[config.mk]
export PLATFORM = sky130hd
export DESIGN_NAME = wptr_full_sync
export DESIGN_NICKNAME = d
export VERILOG_FILES = /design/src/rtl/wptr_full_sync.sv
export SDC_FILE = /design/constraint.sdc
export NUM_CORES = 1
export LEC_CHECK = 0
export BUFFER_PORTS_ARGS = -buffer_cell sky130_fd_sc_hd__buf_2
export CAP_MARGIN = 20
export CORE_MARGIN = 2
export CORE_UTILIZATION = 48
export DETAILED_ROUTE_END_ITERATION = 6
export PLACE_DENSITY = 0.73
export REMOVE_ABC_BUFFERS = 1
export SYNTH_ARGS = -nofsm -noshare
export SYNTH_HDL_FRONTEND = slang
export SYNTH_SLANG_ARGS = --single-unit
[constraint.sdc]
create_clock -name w_clk -period 2.15 [get_ports w_clk]
set_input_delay 0.3225 -clock w_clk [delete_from_list [all_inputs] [get_ports w_clk]]
set_output_delay 0.3225 -clock w_clk [all_outputs]
set_load 0.1 [all_outputs]
[src/rtl/wptr_full_sync.sv]
// Write-domain controller for an asynchronous FIFO.
//
// Combines three functions in the w_clk domain:
//   - an N-stage synchronizer for the Gray-coded read pointer
//   - the write pointer, kept as a binary counter with a registered Gray copy
//   - registered full, almost-full and fill-level flags
// It also keeps two sticky error bits. w_overflow records a write that was
// dropped because the FIFO was full. rptr_err records a synchronized read
// pointer that moved by more than one Gray bit between samples.
//
// Ports:
//   w_clk          write-domain clock
//   rst_n          synchronous active-low reset
//   w_en           write request; accepted only when w_full is low
//   rptr           Gray read pointer from the read domain (asynchronous)
//   waddr          RAM write address (low AW bits of the binary write pointer)
//   wptr           registered Gray write pointer, sent to the read domain
//   w_full         FIFO full (registered)
//   w_almost_full  fill level >= AF_THRESH (registered)
//   w_level        fill level 0..DEPTH as seen from the write domain (registered)
//   w_overflow     sticky: a write was attempted while full
//   rptr_err       sticky: synchronized rptr jumped by more than one bit
module wptr_full_sync #(
  parameter int unsigned DEPTH       = 16,
  parameter int unsigned SYNC_STAGES = 2,
  parameter int unsigned AF_THRESH   = DEPTH - 2,
  localparam int unsigned AW         = $clog2(DEPTH)
) (
  input  logic          w_clk,
  input  logic          rst_n,
  input  logic          w_en,
  input  logic [AW:0]   rptr,
  output logic [AW-1:0] waddr,
  output logic [AW:0]   wptr,
  output logic          w_full,
  output logic          w_almost_full,
  output logic [AW:0]   w_level,
  output logic          w_overflow,
  output logic          rptr_err
);

  // Elaboration-time parameter sanity checks.
  if (DEPTH < 4 || (DEPTH & (DEPTH - 1)) != 0) begin : g_bad_depth
    $error("DEPTH must be a power of two and at least 4");
  end
  if (SYNC_STAGES < 2) begin : g_bad_sync
    $error("SYNC_STAGES must be at least 2");
  end
  if (AF_THRESH < 1 || AF_THRESH > DEPTH) begin : g_bad_af
    $error("AF_THRESH must lie in 1..DEPTH");
  end

  localparam logic [AW:0] AfThresh = (AW + 1)'(AF_THRESH);

  // ---------------------------------------------------------------------------
  // Read-pointer synchronizer. Plain flop chain: nothing may sit between stages.
  // ---------------------------------------------------------------------------
  logic [AW:0] sync_q [SYNC_STAGES];

  always_ff @(posedge w_clk) begin
    if (!rst_n) begin
      for (int unsigned i = 0; i < SYNC_STAGES; i++) begin
        sync_q[i] <= '0;
      end
    end else begin
      sync_q[0] <= rptr;
      for (int unsigned i = 1; i < SYNC_STAGES; i++) begin
        sync_q[i] <= sync_q[i-1];
      end
    end
  end

  logic [AW:0] rptr_s;
  logic [AW:0] rbin_s;

  assign rptr_s = sync_q[SYNC_STAGES-1];

  // Gray to binary: each binary bit is the XOR of all Gray bits at or above it.
  always_comb begin
    rbin_s = '0;
    for (int unsigned i = 0; i <= AW; i++) begin
      rbin_s[i] = ^(rptr_s >> i);
    end
  end

  // ---------------------------------------------------------------------------
  // Write pointer and flags.
  // ---------------------------------------------------------------------------
  logic [AW:0] wbin_q, wbin_d;
  logic [AW:0] wptr_q, wgray_d;
  logic [AW:0] level_q, level_d;
  logic        full_q, full_d;
  logic        af_q, af_d;
  logic        ovf_q, ovf_d;
  logic        err_q, err_d;
  logic [AW:0] rptr_s_prev_q;
  logic        chk_arm_q;
  logic        accept;
  logic [AW:0] rptr_delta;
  logic        multi_bit;

  // Gate on the registered full flag so accept never depends on this cycle's rptr_s.
  assign accept  = w_en & ~full_q;
  assign wbin_d  = wbin_q + {{AW{1'b0}}, accept};
  assign wgray_d = wbin_d ^ (wbin_d >> 1);

  // Full when the write pointer is exactly one lap ahead of the read pointer.
  // In Gray code that is "top two bits inverted, the rest equal".
  assign full_d  = (wgray_d == {~rptr_s[AW:AW-1], rptr_s[AW-2:0]});

  // Modular subtraction; stays in 0..DEPTH while rptr is well formed.
  assign level_d = wbin_d - rbin_s;
  assign af_d    = (level_d >= AfThresh);

  // A dropped write (w_en while full) marks overflow until reset.
  assign ovf_d   = ovf_q | (w_en & full_q);

  // x & (x - 1) clears the lowest set bit, so a nonzero result means two or more
  // bits changed. chk_arm_q holds the check off for the first edge after reset.
  assign rptr_delta = rptr_s ^ rptr_s_prev_q;
  assign multi_bit  = |(rptr_delta & (rptr_delta - 1'b1));
  assign err_d      = err_q | (chk_arm_q & multi_bit);

  always_ff @(posedge w_clk) begin
    if (!rst_n) begin
      wbin_q        <= '0;
      wptr_q        <= '0;
      level_q       <= '0;
      full_q        <= 1'b0;
      af_q          <= 1'b0;
      ovf_q         <= 1'b0;
      err_q         <= 1'b0;
      rptr_s_prev_q <= '0;
      chk_arm_q     <= 1'b0;
    end else begin
      wbin_q        <= wbin_d;
      wptr_q        <= wgray_d;
      level_q       <= level_d;
      full_q        <= full_d;
      af_q          <= af_d;
      ovf_q         <= ovf_d;
      err_q         <= err_d;
      rptr_s_prev_q <= rptr_s;
      chk_arm_q     <= 1'b1;
    end
  end

  assign waddr         = wbin_q[AW-1:0];
  assign wptr          = wptr_q;
  assign w_full        = full_q;
  assign w_almost_full = af_q;
  assign w_level       = level_q;
  assign w_overflow    = ovf_q;
  assign rptr_err      = err_q;

endmodule

== Word level (Yosys, flattened, before mapping) ==
Memory sizes are Yosys's and may differ from the RTL's.
Index checks and enable logic that the tools add are counted.
Storage, ports and cells
  register bits: 25
  word-level logic and storage cells: 37
  input bits: 8
  output and inout bits: 18
  bits in writable memories: 10
  bits in read-only memories: 0
  memories: 1
  bits in latches: 0
Cells by class
  equal/unequal tests: 1
  multiply operators: 0
  muxes and demuxes: 4
  reductions and logical operators: 6
  shifts and indexed selects: 0
  bitwise gates (word level): 12
  $lt $le $gt $ge: 1
  div/mod/pow operators: 0
  add/sub/neg operators: 3
Memory list
  sync_q: depth 2, bits a word 5, read ports 2, clocked after memory_dff 0, wr ports 2, RTL line 58  | logic [AW:0] sync_q [SYNC_STAGES];
Operators with widths (number)
  5-bit parity: 5
  5-bit two-way mux: 2
  5-bit by 1-bit adder with 5-bit output: 1
  5-bit AND: 1
  5-bit equality test: 1
  5-bit by 4-bit >= comparator with 1-bit output (second input constant): 1
  5-bit OR reduction: 1
  5-bit by 1-bit subtractor with 5-bit output (second input constant): 1
  5-bit subtractor: 1
  5-bit by 4-bit XOR with 5-bit output: 1
  5-bit XOR: 1
  1-bit bitwise OR: 4
  1-bit AND: 3
  1-bit two-way mux: 2
  2-bit NOT: 1
  1-bit NOT: 1

== Depth between registers and ports, before layout ==
Gate-level depths: netlist of run 1.
  depth after elaboration: 6
  depth in mapped cells: 11
  depth with buffers taken out: 11

== Worst setup path before layout of run 1 ==
No wires, ideal clock.
  path kind: register to register
  from: reg wbin_q[0]
  to: reg af_q, in the netlist w_almost_full
  cell stages (with the launch flop): 9
  setup time: 0.117 ns
  path buffers: 0
  path slack: -0.915 ns
  arrival: 2.947 ns
  cell sequence: dfxtp_1 and3b_1 ha_1 xor2_2 ha_1 o21a_1 or3_1 and3_1 a32o_1
On the way
  cells in the longest elaborated chain, start to end: 3
RTL lines
  from (decl): RTL line 89  | logic [AW:0] wbin_q, wbin_d;
  from (signal assigned): RTL line 136  | wbin_q <= wbin_d;
  5-bit by 1-bit adder with 5-bit output: RTL line 104  | assign wbin_d = wbin_q + {{AW{1'b0}}, accept};
  named net wbin_d[2]: RTL line 89
  5-bit subtractor: RTL line 112  | assign level_d = wbin_d - rbin_s;
  5-bit by 4-bit >= comparator with 1-bit output: RTL line 113  | assign af_d = (level_d >= AfThresh);
  to (signal assigned): RTL line 130  | af_q <= 1'b0;
  to (signal assigned): RTL line 140  | af_q <= af_d;
  to (decl): RTL line 93  | logic af_q, af_d;
The timed path passes the listed nets, and every way through them passes these cells.
A chain may end at the register's enable or synchronous reset.

==> results of run 1 <==
## metrics by stage
step                cells  TNS, ns  hold slack (ns)
floorplan             122    -3.77            0.350
global placement      199   -0.411            0.416
detailed placement    199   -0.696            0.424
CTS                   209   -0.407            0.178
global route          209   -0.857            0.173
finish                209   -0.364            0.193
## sequential cells by signal, summed over array words and instances, names as in the netlist
register	flops
w_level	5
w_full	1
chk_arm_q	1
w_almost_full	1
w_overflow	1
wptr	4
sync_q	10
rptr_s_prev_q	5
rptr_err	1
wbin_q	5
## area by class of cell
cell class	count	area share (%)
clock buffer	5	1.98
clock inverter	3	2.12
inverter	6	1.19
multi-input combinational	82	40.3
sequential	34	36.4
tap	31	2.05
timing repair buffer	48	15.9
## power by group
part	internal (µW)	switching, µW	leakage, µW
clock network	241	207	0.0000450
logic	184	410	0.000573
registers	677	17.5	0.000281
## critical path, delay by kind of cell, from the launching register on
kind                     cells  cell delay [ns]
XOR/XNOR                     4             0.77
AND/OR/NAND/NOR              3             0.53
AO/OA/AOI/OAI                2             0.39
flip-flops                   1             0.37
adder cells (fa/ha/maj)      1             0.22
## timing repair
action,CTS,global route
pin swaps,13,6
resized for setup,10,9
buffers inserted,2,1
endpoints found under the setup margin,5,5
## cells in the final DEF (no fill, tap or decap), drive strengths merged
cell type,n
xor2,10
nor4,1
dfxtp,34
nand3,3
buf,48
xnor2,14
nand2,1
a31oi,1
or2,1
o2111ai,1
maj3,1
ha,5
inv,6
clkbuf,5
a21oi,3
fa,1
and2,21
o21ai,1
or3,2
clkinv,2
a21o,1
nor2,8
o21a,1
and3,1
xor3,1
a32o,1
bufinv,1
nor2b,2
and3b,1
## layer usage
layer / part of all wire (%) / vias to the layer above / global-route usage [%] / wire, µm
met4: 2.9 / 0 / 8.97 / 73
met3: 4.8 / 8 / 6.03 / 122
met5: 0 / - / 0 / 0
met2: 51 / 23 / 29.5 / 1310
met1: 41 / 452 / 19.5 / 1050
li1: - / 501 / - / -
## cell families after synthesis
group,after synthesis,share of synthesized area [%]
buffers and inverters,8,2.16
xor gates and xnor gates,25,20.1
DFF,34,48.9
AOI/OAI and AO/OA,9,4.31
and+or+nand+nor,41,17.9
adders and majority gates,7,6.65
## path summary, 6_finish.rpt
| path | endpoint | slack, ns | cells after the start |
|---|---|---|---|
| worst max-delay path | w_almost_full | -0.23 | 10 |
| worst min-delay path | sync_q[0][3] | 0.19 | 2 |
| worst max register to register | w_almost_full | -0.23 | 10 |
| worst min register to register | sync_q[0][6] | 0.44 | 1 |
==> results.md, run 1 <==
- Of the post-synthesis cell area, the dominant cell type holds 48.9%.
- The worst-case IR drop observed on VDD is 1350 µV.
- The worst setup path is captured at a flop.
- The element type at the critical path start is a flop.
- The area of the mapped netlist is 1390 µm².
- The master of the slowest instance on the critical path is sky130_fd_sc_hd__dfxtp_4.
- The register area share after synthesis is 48.9%.
- The run finished, with violations left.
- The clock buffer count from CTS is 5.
- The number of optimization iterations in the first detailed-route pass is 3.
- Once detailed placement completed, the half-perimeter wirelength came to 1790 µm.
- The vertical extent of the die is 57.9 µm.
- Dividing the detail-routed via count by the number of cells gives 4.71.
- The routed via count is 984.
- By count the netlist is led by 34 x sky130_fd_sc_hd__dfxtp_1, 21 x sky130_fd_sc_hd__and2_1, 12 x sky130_fd_sc_hd__xnor2_1.
- The maximum net fanout on the critical path is 3.
- The final period demand of the worst path is 2.38 ns.
- The Yosys step of the flow raised 0 warnings.
- The longest clock path from root to sink contains 2 buffers.
- The number of fillers in the final layout is 219.
- The number of different library cells used by synthesis comes to 29.
- The TritonCTS clock tree is yes.
- The number of sinks handled by clock tree synthesis is 34.
- The headroom to the max-slew limit is 67.8%.
- The critical path start-end classification is flop to flop.
- For this run the aggregate overflow at the end of global routing stands at 0.
- The CTS root buffer is sky130_fd_sc_hd__clkbuf_4.
- The tightest min-delay check is of the primary input to flop type.
- CTS built an H-tree with a depth of 2.
- Dividing the detail-routed wire length by the instance count gives 12.2 µm.
- The global-route wire length before repair is 4280 µm.
- Summing all multi-input logic gate instances after layout gives 763 µm².
- The number of nets in the layout is 191.
- For the pin with the worst max-slew slack, the measured transition is 0.487 ns.
- The total setup violations reported at the end of the flow is 3.
- The achievable frequency is 0.421 GHz.
- After technology mapping, the gate count stands at 124.
- The worst slack after detailed placement is -0.270 ns.
- The number of storage elements in the synthesis netlist is 34.
- Ranked by total cell area, the synthesized netlist is headed by sky130_fd_sc_hd__dfxtp_1 49%, sky130_fd_sc_hd__and2_1 9.4%, sky130_fd_sc_hd__xnor2_1 7.5%.
- The origin of the worst min-delay path is rptr[3].
- The final reports fail on negative setup slack.
- The number of antenna violations at the first check in global routing is 0.
- For the worst setup path, the data required time is 2.38 ns.
- Relative to the synthesized area, the layout overhead comes to 35.8%.
- The leakage power of the design is 0.000899 µW.
- The setup slack after layout is -0.227 ns.
- The clock latency reported for the late side of the worst-skew pair is 0.33 ns.
- The dominant synthesized flop cell is sky130_fd_sc_hd__dfxtp_1.
- The number of top-level pins is 26.
- The async set or reset register ratio after synthesis is 0%.
- STA puts the critical path data arrival time at 2.60 ns.
- The overall power after layout is 1740 µW.
- The final RePlAce weighted congestion is 0.789.
- The max capacitance violation total is 0.
- The area taken by flip-flops and latches is 688 µm².
- The start point of the critical path is sync_q[0][9].
- The power density over cell area is 918 nW/µm².
- The cell type with the highest aggregate area in the netlist is sky130_fd_sc_hd__dfxtp_1.
- The origin of the critical flop-to-flop path is sync_q[0][9].
- The number of nets still failing antenna checks after routing is 0.
- For this configuration, the core starts out at a cell density of 50.5%.
- The cell area after layout is 1890 µm².
- The worst stage delay on the critical path is 0.37 ns.
- The worst clock skew is 0.00965 ns.
- The cell that appears most often on the critical path is sky130_fd_sc_hd__xor2_2.
- The initial DRC count is 17.
- In this run the tool buffered the top-level ports with 25 buffer cells.
- In the routed design, unresolved DRC markers number 0.
- Counting flops with a built-in enable in the synthesized netlist gives 0.
- The placed instances occupy a cell area of 1710 µm².
- The number of global-route vias before repair is 1024.
- Clock-pin slew was measured on the worst setup and hold paths at 0.10 ns.
- The number of endpoints with negative hold slack in the final report is 0.
- Measured along the x axis, the die boundary spans 57.9 µm.
- The full die area is 3350 µm².
- Setup repair after global routing could not meet its margin everywhere.
- The final max-slew violation count is 0.
- The core area is 2760 µm².
- The average cell area after synthesis is 11.2 µm².
- Walking the worst path, the cells encountered are xnor2_4 > xor2_2 > xor2_2 > xnor2_1 > ha_2 > nor2b_1 > o21a_1 > or3_1 > and3_4 > a32o_1.
- The final period utilization is 111%.
- The number of hold buffers added after CTS is 0.
- The number of antenna diodes in the final layout is 0.
- Entering global routing, the biggest net connects 25 pins.
- At the end of the flow the core is filled with cells to 68.6%.
- sky130_fd_sc_hd__dfxtp_1 is the most common cell in the netlist.
- The routed wire length is 2550 µm.
- Global routing consumed, over all layers together, 17.5% of the routing resources.
- The ratio of cells with drive above 1 in the final layout is 43.8%.
- The number of core rows is 19.
No activity file was read; power rests on OpenSTA's default activity.
==> run 2, diff against run 1 <==
SETUP_SLACK_MARGIN = 0.05   (was default)
==> run 2 against run 1 <==
The run still ends with negative setup slack left; clock skew is 0.0015 ns lower; die area unchanged; combinational power barely moved; first-iteration DRC count did not move; final area rose by 0.53%; via count is 0.20% lower; flip-flop and latch count is the same; register-to-register slack about the same; non-clock buffer count stayed put; largest power group unchanged.
==> results.md, run 2 (synthesized netlist as in run 1, its figures left out) <==
- The worst endpoint data arrival time is 2.60 ns (about the same).
- The final reports fail on negative setup slack.
- The origin of the worst min-delay path is rptr[3].
- The data required time at the worst endpoint came to 2.38 ns (about the same).
- The TritonCTS clock tree is yes.
- The worst slack after detailed placement is -0.270 ns (unchanged).
- The deepest level of the CTS H-tree was 2 (unchanged).
- The destination of the worst hold path is sync_q[0][3].
- The full die area was 3350 µm² (unchanged).
- The number of optimization iterations in the first detailed-route pass is 3 (unchanged).
- The master of the slowest instance on the critical path is sky130_fd_sc_hd__dfxtp_4.
- The global-route usage over all layers is 17.5% (unchanged).
- The number of core rows is 19 (unchanged).
- The number of global-route vias before repair is 1024 (unchanged).
- The critical path start-end classification is flop to flop.
- The core area is 2760 µm² (unchanged).
- The number of endpoints with negative hold slack in the final report is 0 (unchanged).
- The worst stage delay on the critical path came to 0.37 ns (about the same).
- The area taken by flip-flops and latches is 688 µm² (unchanged).
- The number of sinks handled by clock tree synthesis is 34 (unchanged).
- The final RePlAce weighted congestion is 0.789 (unchanged).
- The number of antenna violations at the first check in global routing is 0 (unchanged).
- The setup slack after layout is -0.226 ns (+0.000117 ns).
- The commonest non-fill, non-tap cell in the layout is sky130_fd_sc_hd__dfxtp_1.
- The layout overhead on the synthesized area is 36.6%.
- The die boundary width was 57.9 µm (unchanged).
- The max capacitance violation total is 0 (unchanged).
- The flow ran to the end, but the final reports show violations.
- The worst-margin pin slew is 0.487 ns (-0.0000540 ns).
- The number of port buffers is 25 (unchanged).
- The routed wire length is 2550 µm (about the same).
- The worst hold path belongs to the class primary input to flop.
- The maximum number of pins on one net before global-route repair came to 25 (unchanged).
- Setup repair after global routing could not meet its margin everywhere.
- The path depth of the worst reg2reg path is 10 (unchanged).
- The per-cell via count in the routed design came to 4.70 (-0.20%).
- The global-route wire length before repair is 4280 µm (unchanged).
- The number of fillers in the final layout is 216 (-1.4%).
- Traced cell by cell, the critical path runs through xnor2_4 > xor2_2 > xor2_2 > xnor2_1 > ha_2 > nor2b_1 > o21a_1 > or3_1 > and3_4 > a32o_1.
- The number of nets still failing antenna checks after routing was 0 (unchanged).
- The clock latency reported for the late side of the worst-skew pair is 0.33 ns (about the same).
- On the critical path the largest part of the delay comes from XOR/XNOR gates.
- The average wire per standard cell is 12.2 µm (about the same).
- The final non-filler cell total came to 209 (unchanged).
- The initial core utilization is 50.5% (unchanged).
- The final period utilization was 111% (about the same).
- The initial DRC count was 17 (unchanged).
- The maximum vdd ir drop is 1350 µV (about the same).
- The number of nets in the layout is 191 (unchanged).
- The routed via count came to 982 (-0.20%).
- The number of hold buffers added after CTS is 0 (unchanged).
- The number of top-level pins is 26 (unchanged).
- The element type at the critical path start is a flop.
- The DRC violation count after routing is 0 (unchanged).
- The wire length on met3 is 122 µm (unchanged).
- The ratio of cells with drive above 1 in the final layout is 43.8% (unchanged).
- The total setup violations reported at the end of the flow came to 3 (unchanged).
- The final max-slew violation count is 0 (unchanged).
- The number of buffers and inverters on the critical path is 0 (unchanged).
- The HPWL reported at the end of detailed placement is 1790 µm (unchanged).
- The headroom to the max-slew limit is 67.8% (about the same).
- The clock buffer count from CTS came to 5 (unchanged).
- The vertical extent of the die is 57.9 µm (unchanged).
- The amount of wire on met2 after detailed routing is 1310 µm (-0.15%).
- The overall power after layout is 1740 µW (+0.16%).
- The power density over cell area is 914 nW/µm² (-0.37%).
- The worst setup path is captured at a flop.
- The CTS root buffer is sky130_fd_sc_hd__clkbuf_4.
- The maximum net fanout on the critical path is 3 (unchanged).
- The number of flip-flops in the largest register came to 10 (unchanged).
- The endpoint identified for the worst register-to-register timing path is w_almost_full.
- The placed instance count is 199 (unchanged).
- The maximum count of clock buffers along a single path is 2 (unchanged).
- More flip-flops sit in one register than any other, and that register is sync_q.
- The achievable frequency is 0.421 GHz (about the same).
- The worst clock skew is 0.00811 ns (-0.00153 ns).
- The leakage power of the design came to 0.000899 µW (about the same).
- The number of antenna diodes came to 0 (unchanged).
- The register-to-register setup slack is -0.23 ns (about the same).
- The final period demand of the worst path is 2.38 ns (-0.000117 ns).
- The critical path's most frequent cell is sky130_fd_sc_hd__xor2_2.
- In the layout the commonest cells are 32 x sky130_fd_sc_hd__dfxtp_1, 25 x sky130_fd_sc_hd__buf_2, 22 x sky130_fd_sc_hd__buf_4.
- The area of the multi-input gates came to 773 µm² (+1.3%).
- In this run the critical register-to-register path is launched from sync_q[0][9].
- The depth of the worst hold-timing path is 2 (unchanged).
- The top layer used by detailed routing is met4.
- The residual overflow from global routing came to 0 (unchanged).
- The sum of routed wire segments on met1 is 1050 µm (about the same).
- The clock transition at the registers of the reported paths is 0.10 ns (about the same).
[run 2: layer usage]
layer  global-route usage, %  vias to the layer above
met5                       0                        -
met3                    6.03                        8
li1                        -                      501
met2                    29.5                       23
met1                    19.5                      450
met4                    8.97                        0
[run 2: repair_timing]
action / in CTS / in global routing
endpoints found under the setup margin: 5 / 6
pin swaps: 13 / 6
resized for setup: 10 / 10
setup buffers: 2 / 1
[run 2: cell type report]
cell class	instances	share of cell area (%)
clock inverter	3	2.11
clock buffer	5	1.97
timing repair buffer	48	15.9
multi-input combinational	82	40.7
tap	31	2.04
sequential	34	36.2
inverter	6	1.18
[run 2: worst max-delay path by stage]
stage / cells after the start / slack [ns] / start / to
after floorplan: 8 / -0.91 / wbin_q[0] / w_almost_full
after global placement: 11 / -0.18 / sync_q[0][9] / w_almost_full
after detailed placement: 10 / -0.27 / sync_q[0][8] / w_almost_full
after CTS: 10 / -0.25 / sync_q[0][8] / w_almost_full
after global routing: 10 / -0.36 / sync_q[0][9] / w_almost_full
final: 10 / -0.23 / sync_q[0][9] / w_almost_full
[run 2: worst register-to-register path: stages (launching register included)]
cell and delay [ns]:
sky130_fd_sc_hd__dfxtp_4 0.37, sky130_fd_sc_hd__xnor2_4 0.19, sky130_fd_sc_hd__xor2_2 0.21, sky130_fd_sc_hd__xor2_2 0.21, sky130_fd_sc_hd__xnor2_1 0.16, sky130_fd_sc_hd__ha_2 0.22
sky130_fd_sc_hd__nor2b_1 0.05, sky130_fd_sc_hd__o21a_1 0.18, sky130_fd_sc_hd__or3_1 0.31, sky130_fd_sc_hd__and3_4 0.17, sky130_fd_sc_hd__a32o_1 0.21
[run 2: through the flow]
step	setup TNS [ns]	hold slack [ns]	utilization (%)	area (µm²)
after floorplan	-3.77	0.350	-	1390
after global placement	-0.411	0.416	61.9	1710
after detailed placement	-0.696	0.424	61.9	1710
after CTS	-0.407	0.178	66.8	1840
after global routing	-0.838	0.173	69.0	1900
final	-0.363	0.193	69.0	1900
[run 2: where the power goes]
group / switching [µW] / total (µW) / internal (µW) / leakage, µW
sequential: 18.1 / 695 / 677 / 0.000281
clock: 206 / 447 / 241 / 0.0000450
combinational: 410 / 597 / 187 / 0.000573
total: 634 / 1740 / 1100 / 0.000899
==> run 3, diff against run 2 <==
MAX_ROUTING_LAYER = met4   (was default)
==> run 3 against run 2 <==
The flow still finishes with violations (negative setup slack); non-clock buffer count did not move; clock power barely moved; register-to-register slack barely moved; hold slack barely moved; routed wire length fell by 0.16%; largest power group unchanged; clock-buffer cell count did not move; largest cell class unchanged; sequential power barely moved; critical endpoint unchanged.
==> results.md, run 3 (synthesized netlist as in run 1, its figures left out) <==
- The run finished, with violations left.
- The final reports fail on negative setup slack.
- The leakage power of the design is 0.000899 µW (unchanged).
- The maximum vdd ir drop is 1350 µV (unchanged).
- The worst stage delay on the critical path came to 0.37 ns (about the same).
- The routed wire length is 2540 µm (-0.16%).
- The HPWL reported at the end of detailed placement was 1790 µm (unchanged).
- The number of sinks handled by clock tree synthesis is 34 (unchanged).
- The register containing the most flip-flops in the final layout is sync_q.
- Leaving out fill and tap cells, the most frequent cells in the layout are 32 x sky130_fd_sc_hd__dfxtp_1, 25 x sky130_fd_sc_hd__buf_2, 22 x sky130_fd_sc_hd__buf_4.
- The number of core rows came to 19 (unchanged).
- The number of antenna diodes is 0 (unchanged).
- The worst setup path is of the flop to flop kind.
- The core area came to 2760 µm² (unchanged).
- The signal on the critical path passes through xnor2_4 > xor2_2 > xor2_2 > xnor2_1 > ha_2 > nor2b_1 > o21a_1 > or3_1 > and3_4 > a32o_1.
- The final RePlAce weighted congestion came to 0.800 (+1.4%).
- The deepest level of the CTS H-tree is 2 (unchanged).
- The commonest non-fill, non-tap cell in the layout is sky130_fd_sc_hd__dfxtp_1.
- The number of global-route vias before repair is 1025 (+0.098%).
- The number of fillers in the final layout came to 216 (unchanged).
- The number of nets still failing antenna checks after routing is 0 (unchanged).
- The full die area was 3350 µm² (unchanged).
- The clock transition at the registers of the reported paths is 0.10 ns (about the same).
- The final period utilization is 111% (about the same).
- The global-route wire length before repair is 4280 µm (unchanged).
- The critical path's top delay family is XOR/XNOR gates.
- The initial DRC count is 19 (+2).
- The number of top-level pins is 26 (unchanged).
- The number of antenna violations at the first check in global routing is 0 (unchanged).
- The final max-slew violation count is 0 (unchanged).
- The max capacitance violation total came to 0 (unchanged).
- The vertical extent of the die came to 57.9 µm (unchanged).
- The TritonCTS clock tree is yes.
- The clock buffer count from CTS is 5 (unchanged).
- The setup slack after layout is -0.226 ns (+0.00000100 ns).
- The global-route usage over all layers is 18.0% (+0.54 points).
- The element type at the critical path start is a flop.
- The achievable frequency is 0.421 GHz (unchanged).
- The maximum count of clock buffers along a single path is 2 (unchanged).
- By instance count, the cell type seen most on the critical path is sky130_fd_sc_hd__xor2_2.
- The placed instance count is 199 (unchanged).
- For this design, the slowest cell found on the critical path is sky130_fd_sc_hd__dfxtp_4.
- The die boundary width is 57.9 µm (unchanged).
- The residual overflow from global routing is 0 (unchanged).
- The worst endpoint data arrival time came to 2.60 ns (about the same).
- The layout overhead on the synthesized area is 36.6% (unchanged).
- The worst slack after detailed placement is -0.270 ns (unchanged).
- The power density over cell area came to 914 nW/µm² (about the same).
- The placed instance area is 1710 µm² (unchanged).
- The headroom to the max-slew limit is 67.8% (about the same).
- The number of buffers and inverters on the critical path is 0 (unchanged).
- The setup TNS after final layout is -0.363 ns (+0.0000660 ns).
- The DRC violation count after routing was 0 (unchanged).
- The cell area after layout is 1900 µm² (unchanged).
- The total setup violations reported at the end of the flow was 3 (unchanged).
- The ratio of cells with drive above 1 in the final layout is 43.8% (unchanged).
- The number of port buffers is 25 (unchanged).
- The initial core utilization is 50.5% (unchanged).
- The number of flip-flops in the largest register is 10 (unchanged).
- The worst-margin pin slew was 0.487 ns (+0.0000736 ns).
- CTS placed an instance of sky130_fd_sc_hd__clkbuf_4 at the clock tree root.
- The maximum number of pins on one net before global-route repair came to 25 (unchanged).
- The number of endpoints with negative hold slack in the final report was 0 (unchanged).
- The worst clock skew is 0.00751 ns (-0.000607 ns).
- The routed via count is 986 (+0.41%).
- The number of nets in the layout is 191 (unchanged).
- Setup repair after global routing could not meet its margin everywhere.
- The final period demand of the worst path was 2.38 ns (-0.00000100 ns).
- The final non-filler cell total was 209 (unchanged).
- The worst hold slack is 0.194 ns (+0.000190 ns).
- The clock latency reported for the late side of the worst-skew pair is 0.33 ns (about the same).
- The number of optimization iterations in the first detailed-route pass is 4 (+1).
- The per-cell via count in the routed design is 4.72 (+0.41%).
- The data required time at the worst endpoint is 2.38 ns (about the same).
- The tightest min-delay check is of the primary input to flop type.
- The average wire per standard cell was 12.2 µm (-0.16%).
- The maximum net fanout on the critical path is 3 (unchanged).
- The number of hold buffers added after CTS is 0 (unchanged).
- The endpoint kind of the worst setup timing path is a flop.
==> run 3: cell counts in the layout (fill, tap and decap cells not counted) <==
Identical to the previous run, type by type.
==> run 3: area by class of cell <==
type / instances / area, µm² / area share [%]
clock inverters: 3 / 40.0 / 2.11
inverters: 6 / 22.5 / 1.18
repair buffers: 48 / 302 / 15.9
multi-input cells: 82 / 773 / 40.7
well taps: 31 / 38.8 / 2.04
flip-flops and latches: 34 / 688 / 36.2
clock buffers: 5 / 37.5 / 1.97
==> run 3: routing by layer <==
| layer | up-vias | routed length, µm | GRT usage [%] |
|---|---|---|---|
| met5 | - | 0 | - |
| met4 | 0 | 72 | 8.97 |
| met3 | 8 | 120 | 6.03 |
| met1 | 453 | 1040 | 19.5 |
| li1 | 502 | - | - |
| met2 | 23 | 1310 | 29.5 |
==> run 3: stage by stage <==
step	power, µW	util (%)
floorplan	1140	-
global placement	1240	61.9
detailed placement	1250	61.9
CTS	1720	66.8
global route	1820	69.0
finish	1740	69.0
==> run 3: where the power goes <==
group	switching, µW	internal [µW]	leakage, µW	total, µW
combinational	410	187	0.000573	597
clock	205	241	0.0000450	446
sequential	18.1	677	0.000281	695
total	634	1100	0.000899	1740
==> run 3: what timing repair did <==
item / CTS / global route
buffers inserted: 2 / 1
pin swaps: 13 / 6
setup endpoints to repair: 5 / 6
resized for setup: 10 / 10
==> run 3: final timing paths <==
check                                      to  slack, ns    startpoint  cells after the start
worst min register to register   sync_q[0][6]       0.44  sync_q[0][1]                      1
worst max-delay path            w_almost_full      -0.23  sync_q[0][9]                     10
worst min-delay path             sync_q[0][3]       0.19       rptr[3]                      2
worst max register to register  w_almost_full      -0.23  sync_q[0][9]                     10
